**src/rtl/button_encoder_pkg.sv**
```systemverilog
// button_encoder_pkg: shared code constants, FSM state encoding and pattern decoder.
package button_encoder_pkg;

    localparam logic [6:0] CODE_ALL  = 7'd6;
    localparam logic [6:0] CODE_NONE = 7'd127;

    typedef enum logic {IDLE, HELD} state_t;

    // One-hot maps btn[5]..btn[0] to codes 0..5; everything non-legal decodes to CODE_NONE.
    function automatic logic [6:0] decode(input logic [5:0] d);
        logic [6:0] c;
        c = CODE_NONE;
        for (int i = 0; i < 6; i++)
            if (d == 6'(1 << i)) c = 7'(5 - i);
        if (d == 6'h3f) c = CODE_ALL;
        return c;
    endfunction

endpackage

```
**src/rtl/debounce6.sv**
```systemverilog
// debounce6: two-flop synchronizer plus stability counter for a 6-bit button bus.
module debounce6 #(
    parameter int DEB_CYCLES = 250000
) (
    input  logic       clk,
    input  logic       rst_n,
    input  logic [5:0] raw,
    output logic [5:0] deb
);
    localparam int W = $clog2(DEB_CYCLES);
    localparam logic [W-1:0] CNT_MAX = W'(DEB_CYCLES - 1);

    logic [5:0]   r_s1, r_s2, r_cand, r_deb;
    logic [W-1:0] r_cnt;

    always_ff @(posedge clk or negedge rst_n) begin
        if (!rst_n) begin
            r_s1   <= '0;
            r_s2   <= '0;
            r_cand <= '0;
            r_cnt  <= '0;
            r_deb  <= '0;
        end else begin
            r_s1 <= raw;
            r_s2 <= r_s1;
            if (r_s2 != r_cand) begin
                r_cand <= r_s2;
                r_cnt  <= '0;
            end else if (r_cnt != CNT_MAX) begin
                r_cnt <= r_cnt + 1'b1;
            end
            // Decision uses the pre-edge count, so deb follows cand one cycle after saturation.
            if (r_cnt == CNT_MAX) r_deb <= r_cand;
        end
    end

    assign deb = r_deb;

endmodule

```
**src/rtl/button_encoder.sv**
```systemverilog
// button_encoder: debounced 6-button encoder reporting one event per full press/release.
module button_encoder
    import button_encoder_pkg::*;
#(
    parameter int DEB_CYCLES = 250000
) (
    input  logic       clk,
    input  logic       rst_n,
    input  logic [5:0] btn,
    output logic [6:0] n,
    output logic       valid,
    output logic       err,
    output logic       held
);
    logic [5:0] w_deb;
    logic [6:0] w_code, w_n;
    logic       w_press, w_valid, w_err;
    state_t     r_state, w_next;

    debounce6 #(.DEB_CYCLES(DEB_CYCLES)) u_deb (
        .clk  (clk),
        .rst_n(rst_n),
        .raw  (btn),
        .deb  (w_deb)
    );

    always_comb begin
        w_code  = decode(w_deb);
        w_press = (r_state == IDLE) && |w_deb;
        w_next  = w_press ? HELD : ((r_state == HELD) && ~|w_deb) ? IDLE : r_state;
        w_n     = w_press ? w_code : n;
        w_valid = w_press && (w_code != CODE_NONE);
        w_err   = w_press && (w_code == CODE_NONE);
    end

    always_ff @(posedge clk or negedge rst_n) begin
        if (!rst_n) begin
            r_state <= IDLE;
            n       <= CODE_NONE;
            valid   <= 1'b0;
            err     <= 1'b0;
        end else begin
            r_state <= w_next;
            n       <= w_n;
            valid   <= w_valid;
            err     <= w_err;
        end
    end

    assign held = (r_state == HELD);

endmodule

```
**config.mk**
```make
export PLATFORM = sky130hd
export DESIGN_NAME = button_encoder
export DESIGN_NICKNAME = d
export VERILOG_FILES = /design/src/rtl/button_encoder_pkg.sv /design/src/rtl/debounce6.sv /design/src/rtl/button_encoder.sv
export SDC_FILE = /design/constraint.sdc
export NUM_CORES = 1
export LEC_CHECK = 0
export CELL_PAD_IN_SITES_DETAIL_PLACEMENT = 0
export CELL_PAD_IN_SITES_GLOBAL_PLACEMENT = 1
export CORE_ASPECT_RATIO = 1.25
export CORE_UTILIZATION = 49
export DETAILED_ROUTE_END_ITERATION = 6
export PLACE_DENSITY_LB_ADDON = 0.12
export SKIP_LAST_GASP = 1
export SYNTH_ARGS = -nofsm -noshare
export SYNTH_HDL_FRONTEND = slang
export SYNTH_SLANG_ARGS = --single-unit
```
**constraint.sdc**
```tcl
create_clock -name clk -period 3.8 [get_ports clk]
set_clock_uncertainty 0.2 [all_clocks]
set_input_delay 0.38 -clock clk [delete_from_list [all_inputs] [get_ports clk]]
set_output_delay 0.38 -clock clk [all_outputs]
set_load 0.01 [all_outputs]
```
**After elaboration in Yosys (flattened, before gate mapping)**

Cells that the tools add are included.
W data, S select, Z words.

- Add/subtract/negate cells: 1
- Equal/unequal tests: 12
- Multiplexer cells: 11
- Bitwise logic cells: 1
- Reductions and logical operators: 8

Operator list:

| cell | number |
|---|---|
| $mux W7 | 7 |
| $mux W18 | 2 |
| $add A18 B1 Y18 const B | 1 |
| $eq A18 B18 Y1 const B | 1 |
| $ne A18 B18 Y1 const B | 1 |
| $eq A6 B6 Y1 const B | 2 |
| $eq A7 B7 Y1 const B | 1 |
| $ne A7 B7 Y1 const B | 1 |
| $eq A6 B1 Y1 const B | 1 |
| $eq A6 B2 Y1 const B | 1 |
| $eq A6 B3 Y1 const B | 1 |
| $eq A6 B4 Y1 const B | 1 |
| $eq A6 B5 Y1 const B | 1 |
| $ne A6 B6 Y1 | 1 |
| $reduce_or A6 Y1 | 1 |
| $logic_and A1 B1 Y1 | 4 |
| $reduce_bool A2 Y1 | 2 |
| $mux W1 | 2 |
| $logic_not A1 Y1 | 1 |
| $not A1 Y1 | 1 |

- Register bits after elaboration: 52
- Bits of input ports: 8
- Output and inout port bits: 10
- Word-level logic and storage cells: 42

**Depth between registers and ports, before layout**

Gate-level depths: netlist (run 1).

- Depth in word-level cells: 10
- Depth in mapped cells: 7
- Depth with buffers taken out: 6

**Modules after synthesis**

Synthesis (run 1) repeated with hierarchy kept, for this count alone.

- Cells, all modules: 196
- Area total of the unflattened synthesis: 2233.4 um2

Modules (own cells, without submodules):

| module | times used | cells each | area each (um2) | seq. area each (um2) |
|---|---|---|---|---|
| debounce6 | 1 | 146 | 1752.9 | 1051.0 |
| button_encoder | 1 | 50 | 480.5 | 180.2 |

**Least setup slack after synthesis (run 1)**

OpenSTA, ideal clock, no wires.

- Path type: register to register
- Start: register u_deb.r_cnt[0]
- End: register u_deb.r_deb[0] (netlist: u_deb.deb[0])
- Setup time: 125 ps
- Arrival: 1751 ps
- Required time: 3475 ps
- Path slack: 1724 ps
- Stages on the path, launching flop included: 6
- Buffers on the path: 0
- Clock period less this slack: 2076 ps
- Cell sequence: dfrtp_1 > ha_1 > nand3_1 > or3_1 > nor2_4 > mux2_2

- Longest elaborated chain between the ends: 1

RTL lines:

| what | RTL line | source |
|---|---|---|
| start: declaration | debounce6.sv:14 | `logic [W-1:0] r_cnt;` |
| start signal: assignment | debounce6.sv:30 | `r_cnt <= r_cnt + 1'b1;` |
| $eq A18 B18 Y1 | debounce6.sv:33 | `if (r_cnt == CNT_MAX) r_deb <= r_cand;` |
| end signal: assignment | debounce6.sv:33 |  |
| end: declaration | debounce6.sv:13 | `logic [5:0] r_s1, r_s2, r_cand, r_deb;` |

No other way between the ends.
A chain may end at the register's enable or synchronous reset.

**Worst setup path in the final report (run 1)**

- Start: register u_deb.r_cand[2]
- End: register u_deb.r_cnt[2]

- Longest elaborated chain between the ends: 2
- Elaborated cells on any way between the ends: 3
- Those cells by class: 1 x eq/ne; 1 x mux; 1 x reduce/logical

RTL lines:

| what | RTL line | source |
|---|---|---|
| start: declaration | debounce6.sv:13 |  |
| start signal: assignment | debounce6.sv:27 | `r_cand <= r_s2;` |
| $ne A6 B6 Y1 (*) | debounce6.sv:26 | `if (r_s2 != r_cand) begin` |
| $mux W18 or $reduce_bool A2 Y1 (tied branches) | n/a |  |

Every way passes the cells marked *; elsewhere a longest branch is shown, timed or not.

==> results.json, run 1 <==
{
  "status": "completed",
  "crit_path_max_fanout": 16,
  "grt_start_max_net_pins": 50,
  "top_reg_cell_synth": "sky130_fd_sc_hd__dfrtp_1",
  "setup_viol": 0,
  "ctsResizeCount": 0,
  "sequence_of_cells_on_the_critical_path": "xor2_1 > nor4_1 > nand2_1 > nor3_1",
  "numClockSinks": 49,
  "relSlewSlack": 0.311,
  "place.detailed.hpwl_mm": 2.59,
  "pre_cts_slack_ns": 1.45,
  "synth-async-reset-ratio": 1.00,
  "min_path_type": "in -> async",
  "switching_share": 0.235,
  "timing_worst_slew_pin_value_ns": 1.03,
  "layout_common_cells": "sky130_fd_sc_hd__dfrtp_1, sky130_fd_sc_hd__nor2_1, sky130_fd_sc_hd__clkdlybuf4s50_1, sky130_fd_sc_hd__xnor2_1",
  "max_freq_ghz": 0.419,
  "postSynthNetCount": 208,
  "combPwrFrac": 0.027,
  "grt_first_pass_wirelength_mm": 6.38,
  "post_synth_inst_count": 198,
  "finalCriticalPeriod_ns": 2.39,
  "cp.required_ns": 3.81,
  "met2_usage": 0.303,
  "post_layout_nonfiller_instances": 267,
  "timing.critical_path.from_type": "flip-flop",
  "core-area_sq_um": 4160,
  "finalNetCount": 220,
  "n_fill_cell": 374,
  "row_count": 26,
  "clk_pin_slew_worst_paths_ns": 0.10,
  "detail_route.iter0.violations": 59,
  "drt_wl_total_mm": 3.62,
  "cts_max_path_buffers": 2,
  "worst_setup_path_end_kind": "flip-flop",
  "routed-via-count": 1464,
  "ys_ff_latch": 49,
  "layout-area-overhead-vs-synth_pct": 12.8,
  "die_w_um": 61.3,
  "routedWlPerCell_um": 13.6,
  "place_congestion": 0.793,
  "slew_viol_final": 0,
  "cp_max_stage_delay_ns": 0.66,
  "criticalPathCategory": "reg -> reg",
  "worstSkewPairLatency_ns": 0.31,
  "final_hold_violation_count": 0,
  "synth_warnings": 0,
  "tritoncts": "yes",
  "syn_area_sq_um": 2150,
  "synth_cell_type_count": 38,
  "design.die.area_sq_um": 4660,
  "reg2reg_setup_slack_ns": 1.41,
  "grt_pass1_vias": 1472,
  "p_sw_uw": 208,
  "drt_pre_antenna_iters": 4,
  "grt_use_total": 0.184,
  "drcViolationCount": 0,
  "fin_worst_hold_slack_ns": 0.0464,
  "synth.yosys.seq_area_share": 0.572,
  "antenna_found_initial": 0,
  "power_density_nw_per_um2": 365,
  "gr-usage-met1": 0.218,
  "post_detailed_route_count_of_antenna_violating_nets": 0,
  "register_area_sq_um": 1230,
  "clock_tree.htree_level_count": 2,
  "fraction_of_layout_instances_using_a_drive_strength_above_1": 0.114,
  "num_antenna_cells": 0,
  "postLayoutCoreUtil": 0.583,
  "portBuffers": 17,
  "p_int_uw": 678,
  "max-cap-violations": 0,
  "setup_total_negative_slack_ns": 0,
  "power.sequential.fraction": 0.606,
  "avgSynthCellArea_sq_um": 10.9,
  "rsz0062_at_grt": "no",
  "proportion_of_power_drawn_by_the_clock_network": 0.367,
  "clk_root_buffer_cell": "sky130_fd_sc_hd__clkbuf_8",
  "multi_input_comb_area_sq_um": 836,
  "io-pin-count": 18,
  "final_common_cell": "sky130_fd_sc_hd__dfrtp_1",
  "use_met3": 0.0509,
  "cts-hold-fix-buffers": 0,
  "initial_util": 0.517,
  "layout_setup_ws_ns": 1.41,
  "total_leakage_power_nw": 0.955,
  "dpl.cell_count": 259,
  "die_y_um": 76.1,
  "cp_slowest_cell": "sky130_fd_sc_hd__nor4_1",
  "final_min_period_over_clock_period": 0.629,
  "busiest_layer": "met2",
  "post_drt_via_cell_ratio": 5.48,
  "postCtsSetupBuffers": 0,
  "gr-total-overflow": 0,
  "synth_enable_flop_cells": 0,
  "cts_buffers": 5,
  "worstPathArrival_ns": 2.40,
  "vdd_drop_max_uv": 302
}
## critical path: cells and delay by family (launching register included)
kind	cells	cell delay (ns)
simple gates	3	1.52
flops	1	0.40
xor+xnor	1	0.16
## worst paths after layout
check	startpoint	endpoint	cells past startpoint
worst min-delay path	rst_n	held$_DFFE_PN0P_	1
worst max register to register	u_deb.r_cand[2]$_DFFE_PN0N_	u_deb.r_cnt[2]$_DFFE_PN0P_	4
worst min register to register	u_deb.r_s1[4]$_DFF_PN0_	u_deb.r_s2[4]$_DFF_PN0_	0
worst max-delay path	u_deb.r_cand[2]$_DFFE_PN0N_	u_deb.r_cnt[2]$_DFFE_PN0P_	4
min in group clk	u_deb.r_s1[4]$_DFF_PN0_	u_deb.r_s2[4]$_DFF_PN0_	0
max in group asynchronous	rst_n	u_deb.r_cnt[5]$_DFFE_PN0P_	1
## synthesized netlist by cell type, drive strengths merged (2+ instances only)
| master | count | area share |
|---|---|---|
| or3 | 2 | 0.0058 |
| nor4 | 9 | 0.026 |
| nor3 | 6 | 0.014 |
| nor2b | 2 | 0.0058 |
| a211oi | 2 | 0.0070 |
| nand3 | 11 | 0.030 |
| mux2 | 6 | 0.031 |
| dfrtp | 45 | 0.52 |
| nand3b | 2 | 0.0070 |
| nor4b | 3 | 0.012 |
| nor2 | 23 | 0.044 |
| clkbuf | 8 | 0.014 |
| buf | 4 | 0.013 |
| mux2i | 2 | 0.0093 |
| nand2 | 8 | 0.014 |
| nand4 | 4 | 0.012 |
| a21oi | 7 | 0.016 |
| xor2 | 7 | 0.029 |
| and2 | 3 | 0.0087 |
| ha | 2 | 0.012 |
| xnor2 | 12 | 0.049 |
| inv | 7 | 0.012 |
| dfstp | 4 | 0.049 |
| o21ai | 8 | 0.019 |
## registers in the layout, summed over array words and instances, names as in the netlist
name          flops
u_deb.r_s2        6
u_deb.r_s1        6
u_deb.deb         6
n                 4
u_deb.r_cnt      18
held              1
valid             1
err               1
u_deb.r_cand      6
## power by group through the flow
stage	clock network (mW)	registers [mW]	logic [mW]
floorplan	0	0.546	0.00913
global placement	0	0.546	0.0245
detailed placement	0	0.547	0.0252
CTS	0.337	0.537	0.0253
global route	0.360	0.538	0.0286
finish	0.325	0.537	0.0242
## layout make-up
| type | instances | share of cell area |
|---|---|---|
| sequential | 49 | 0.507 |
| multi-input combinational | 130 | 0.345 |
| timing repair buffer | 17 | 0.0681 |
| tap | 56 | 0.0289 |
| clock buffer | 5 | 0.0284 |
| clock inverter | 3 | 0.0119 |
| inverter | 7 | 0.0108 |
## per-layer routing
| metal | routed length, um | share of wire | vias up |
|---|---|---|---|
| li1 | - | - | 704 |
| met4 | 60 | 0.017 | 0 |
| met5 | 0 | 0 | - |
| met1 | 1560 | 0.43 | 716 |
| met2 | 1870 | 0.52 | 38 |
| met3 | 130 | 0.036 | 6 |
## logic make-up after synthesis
kind of cell    count (synthesis)  share of synthesized area
mux                             8                     0.0407
compound gates                 23                     0.0640
buf+inv                        19                     0.0390
fa+ha+maj                       2                     0.0116
flops                          49                      0.572
xor+xnor                       19                     0.0774
simple gates                   78                      0.195
## metrics by stage
step	power (mW)	instance area, sq um
final	0.886	2430
after global routing	0.927	2430
after CTS	0.899	2430
after detailed placement	0.572	2330
after global placement	0.571	2330
after floorplan	0.555	2150
No activity file was read; power rests on OpenSTA's default activity.
==> run 2, diff against run 1 <==
--- a/config.mk
+++ b/config.mk
@@ -8,7 +8,7 @@
 export CELL_PAD_IN_SITES_DETAIL_PLACEMENT = 0
 export CELL_PAD_IN_SITES_GLOBAL_PLACEMENT = 1
 export CORE_ASPECT_RATIO = 1.25
-export CORE_UTILIZATION = 49
+export CORE_UTILIZATION = 45
 export DETAILED_ROUTE_END_ITERATION = 6
 export PLACE_DENSITY_LB_ADDON = 0.12
 export SKIP_LAST_GASP = 1
==> constraint.sdc (replaced) <==
create_clock -name clk -period 2.4 [get_ports clk]
set_clock_uncertainty 0.2 [all_clocks]
set_input_delay 0.24 -clock clk [delete_from_list [all_inputs] [get_ports clk]]
set_output_delay 0.24 -clock clk [all_outputs]
set_load 0.01 [all_outputs]
==> results.json, run 2 (synthesis gave the netlist of run 1 again) <==
{
  "status": "completed",
  "crit_path_max_fanout": 7,
  "clk_root_buffer_cell": "sky130_fd_sc_hd__clkbuf_8",
  "worstSkewPairLatency_ns": 0.30,
  "place_congestion": 0.800,
  "cts_buffers": 5,
  "grt_use_total": 0.168,
  "vdd_drop_max_uv": 323,
  "num_antenna_cells": 0,
  "final_min_period_over_clock_period": 0.887,
  "die_y_um": 79.3,
  "portBuffers": 17,
  "grt_pass1_vias": 1356,
  "cp.required_ns": 2.40,
  "layout_setup_ws_ns": 0.270,
  "n_fill_cell": 385,
  "rsz0062_at_grt": "no",
  "initial_util": 0.479,
  "drt_wl_total_mm": 3.81,
  "die_w_um": 63.8,
  "cp_slowest_cell": "sky130_fd_sc_hd__nor4_1",
  "criticalPathCategory": "reg -> reg",
  "finalNetCount": 227,
  "cp_max_stage_delay_ns": 0.59,
  "setup_viol": 0,
  "place.detailed.hpwl_mm": 2.77,
  "postCtsSetupBuffers": 0,
  "relSlewSlack": 0.564,
  "drcViolationCount": 0,
  "largest_register": "u_deb.r_cnt",
  "timing.critical_path.from_type": "flip-flop",
  "row_count": 27,
  "layout-area-overhead-vs-synth_pct": 17.3,
  "slew_viol_final": 0,
  "clock_tree.htree_level_count": 2,
  "total_leakage_power_nw": 1.00,
  "dpl.cell_count": 267,
  "max-cap-violations": 0,
  "cts_max_path_buffers": 2,
  "design.die.area_sq_um": 5060,
  "final_hold_violation_count": 0,
  "setup_total_negative_slack_ns": 0,
  "finalCriticalPeriod_ns": 2.13,
  "clk_pin_slew_worst_paths_ns": 0.09,
  "largest_reg_flops": 18,
  "pre_cts_slack_ns": 0.300,
  "layout_common_cells": "sky130_fd_sc_hd__dfrtp_1, sky130_fd_sc_hd__nor2_1, sky130_fd_sc_hd__clkdlybuf4s50_1, sky130_fd_sc_hd__xnor2_1",
  "power_density_nw_per_um2": 631,
  "numClockSinks": 49,
  "antenna_found_initial": 0,
  "final_common_cell": "sky130_fd_sc_hd__dfrtp_1",
  "drt_pre_antenna_iters": 4,
  "io-pin-count": 18,
  "tritoncts": "yes",
  "sequence_of_cells_on_the_critical_path": "ha_1 > nand3_1 > buf_4 > nor4_1 > a31o_2 > a21oi_1",
  "timing_worst_slew_pin_value_ns": 0.649,
  "gr-total-overflow": 0,
  "core-area_sq_um": 4490,
  "detail_route.iter0.violations": 39,
  "grt_first_pass_wirelength_mm": 6.50,
  "post_layout_nonfiller_instances": 276,
  "post_drt_via_cell_ratio": 5.39,
  "worstPathBufferInverterCount": 1,
  "routedWlPerCell_um": 13.8,
  "worstPathArrival_ns": 2.13,
  "worst_setup_path_end_kind": "flip-flop",
  "fraction_of_layout_instances_using_a_drive_strength_above_1": 0.138,
  "min_path_type": "reg -> reg",
  "max_freq_ghz": 0.470,
  "ctsResizeCount": 0,
  "grt_start_max_net_pins": 24,
  "routed-via-count": 1487,
  "p_total_mw": 1.59,
  "post_detailed_route_count_of_antenna_violating_nets": 0,
  "cp_top_family": "simple AND/OR/NAND/NOR gates"
}
==> run 2: changes by cell type in the layout (fill, tap and decap cells not counted), sizes merged <==
cell         previous run  this run
dlygate4sd3             0         1
buf                     1         7
clkinv                  1         0
bufinv                  0         2
inv                     9         8
==> run 2: per-stage QoR <==
step                cell area [sq um]  utilization  hold WS (ns)
floorplan                        2150            -        -0.256
global placement                 2380        0.529        0.0266
detailed placement               2380        0.529        0.0324
CTS                              2520        0.562         0.151
global route                     2520        0.562         0.152
finish                           2520        0.562         0.160
==> run 2: layout make-up <==
class                      instances  area [sq um]  area share
sequential                        49          1230       0.488
multi-input combinational        130           836       0.331
timing repair buffer              24           220      0.0873
tap                               58          72.6      0.0288
clock buffer                       5          68.8      0.0273
clock inverter                     3          68.8      0.0273
inverter                           7          26.3      0.0104
==> run 2: metal layers <==
metal,up-vias,global-route usage,share of wire
li1,717,-,-
met1,728,0.217,0.46
met2,37,0.274,0.50
met3,5,0.0388,0.033
met4,0,0.0614,0.013
met5,-,0,0
==> run 2: worst reg2reg max path, delay by kind of cell, from the launching register on <==
kind | cells | cell delay, ns
AO/OA/AOI/OAI | 2 | 0.30
buffers and inverters | 1 | 0.18
adder cells (fa/ha/maj) | 1 | 0.23
AND/OR/NAND/NOR | 2 | 0.70
flip-flops | 1 | 0.41
==> run 2: power by group <==
part	internal [mW]	switching [mW]	total, mW
Sequential	0.841	0.00989	0.851
Clock	0.419	0.279	0.698
Combinational	0.0192	0.0257	0.0449
Total	1.28	0.314	1.59
==> run 2: worst paths after layout <==
kind	from	endpoint	slack, ns	depth (start not counted)
worst max-delay path	u_deb.r_cnt[0]$_DFFE_PN0P_	u_deb.r_cnt[16]$_DFFE_PN0P_	0.27	6
max in group asynchronous	rst_n	u_deb.r_cnt[5]$_DFFE_PN0P_	1.19	3
min in group asynchronous	rst_n	u_deb.r_cand[3]$_DFFE_PN0N_	0.23	2
worst min register to register	u_deb.r_s1[5]$_DFF_PN0_	u_deb.r_s2[5]$_DFF_PN0_	0.16	0
worst min-delay path	u_deb.r_s1[5]$_DFF_PN0_	u_deb.r_s2[5]$_DFF_PN0_	0.16	0
worst max register to register	u_deb.r_cnt[0]$_DFFE_PN0P_	u_deb.r_cnt[16]$_DFFE_PN0P_	0.27	6
==> run 2: what timing repair did <==
action                                  CTS  global route
hold endpoints to repair                 17             0
hold buffers                              1             0
endpoints found under the setup margin    0             0
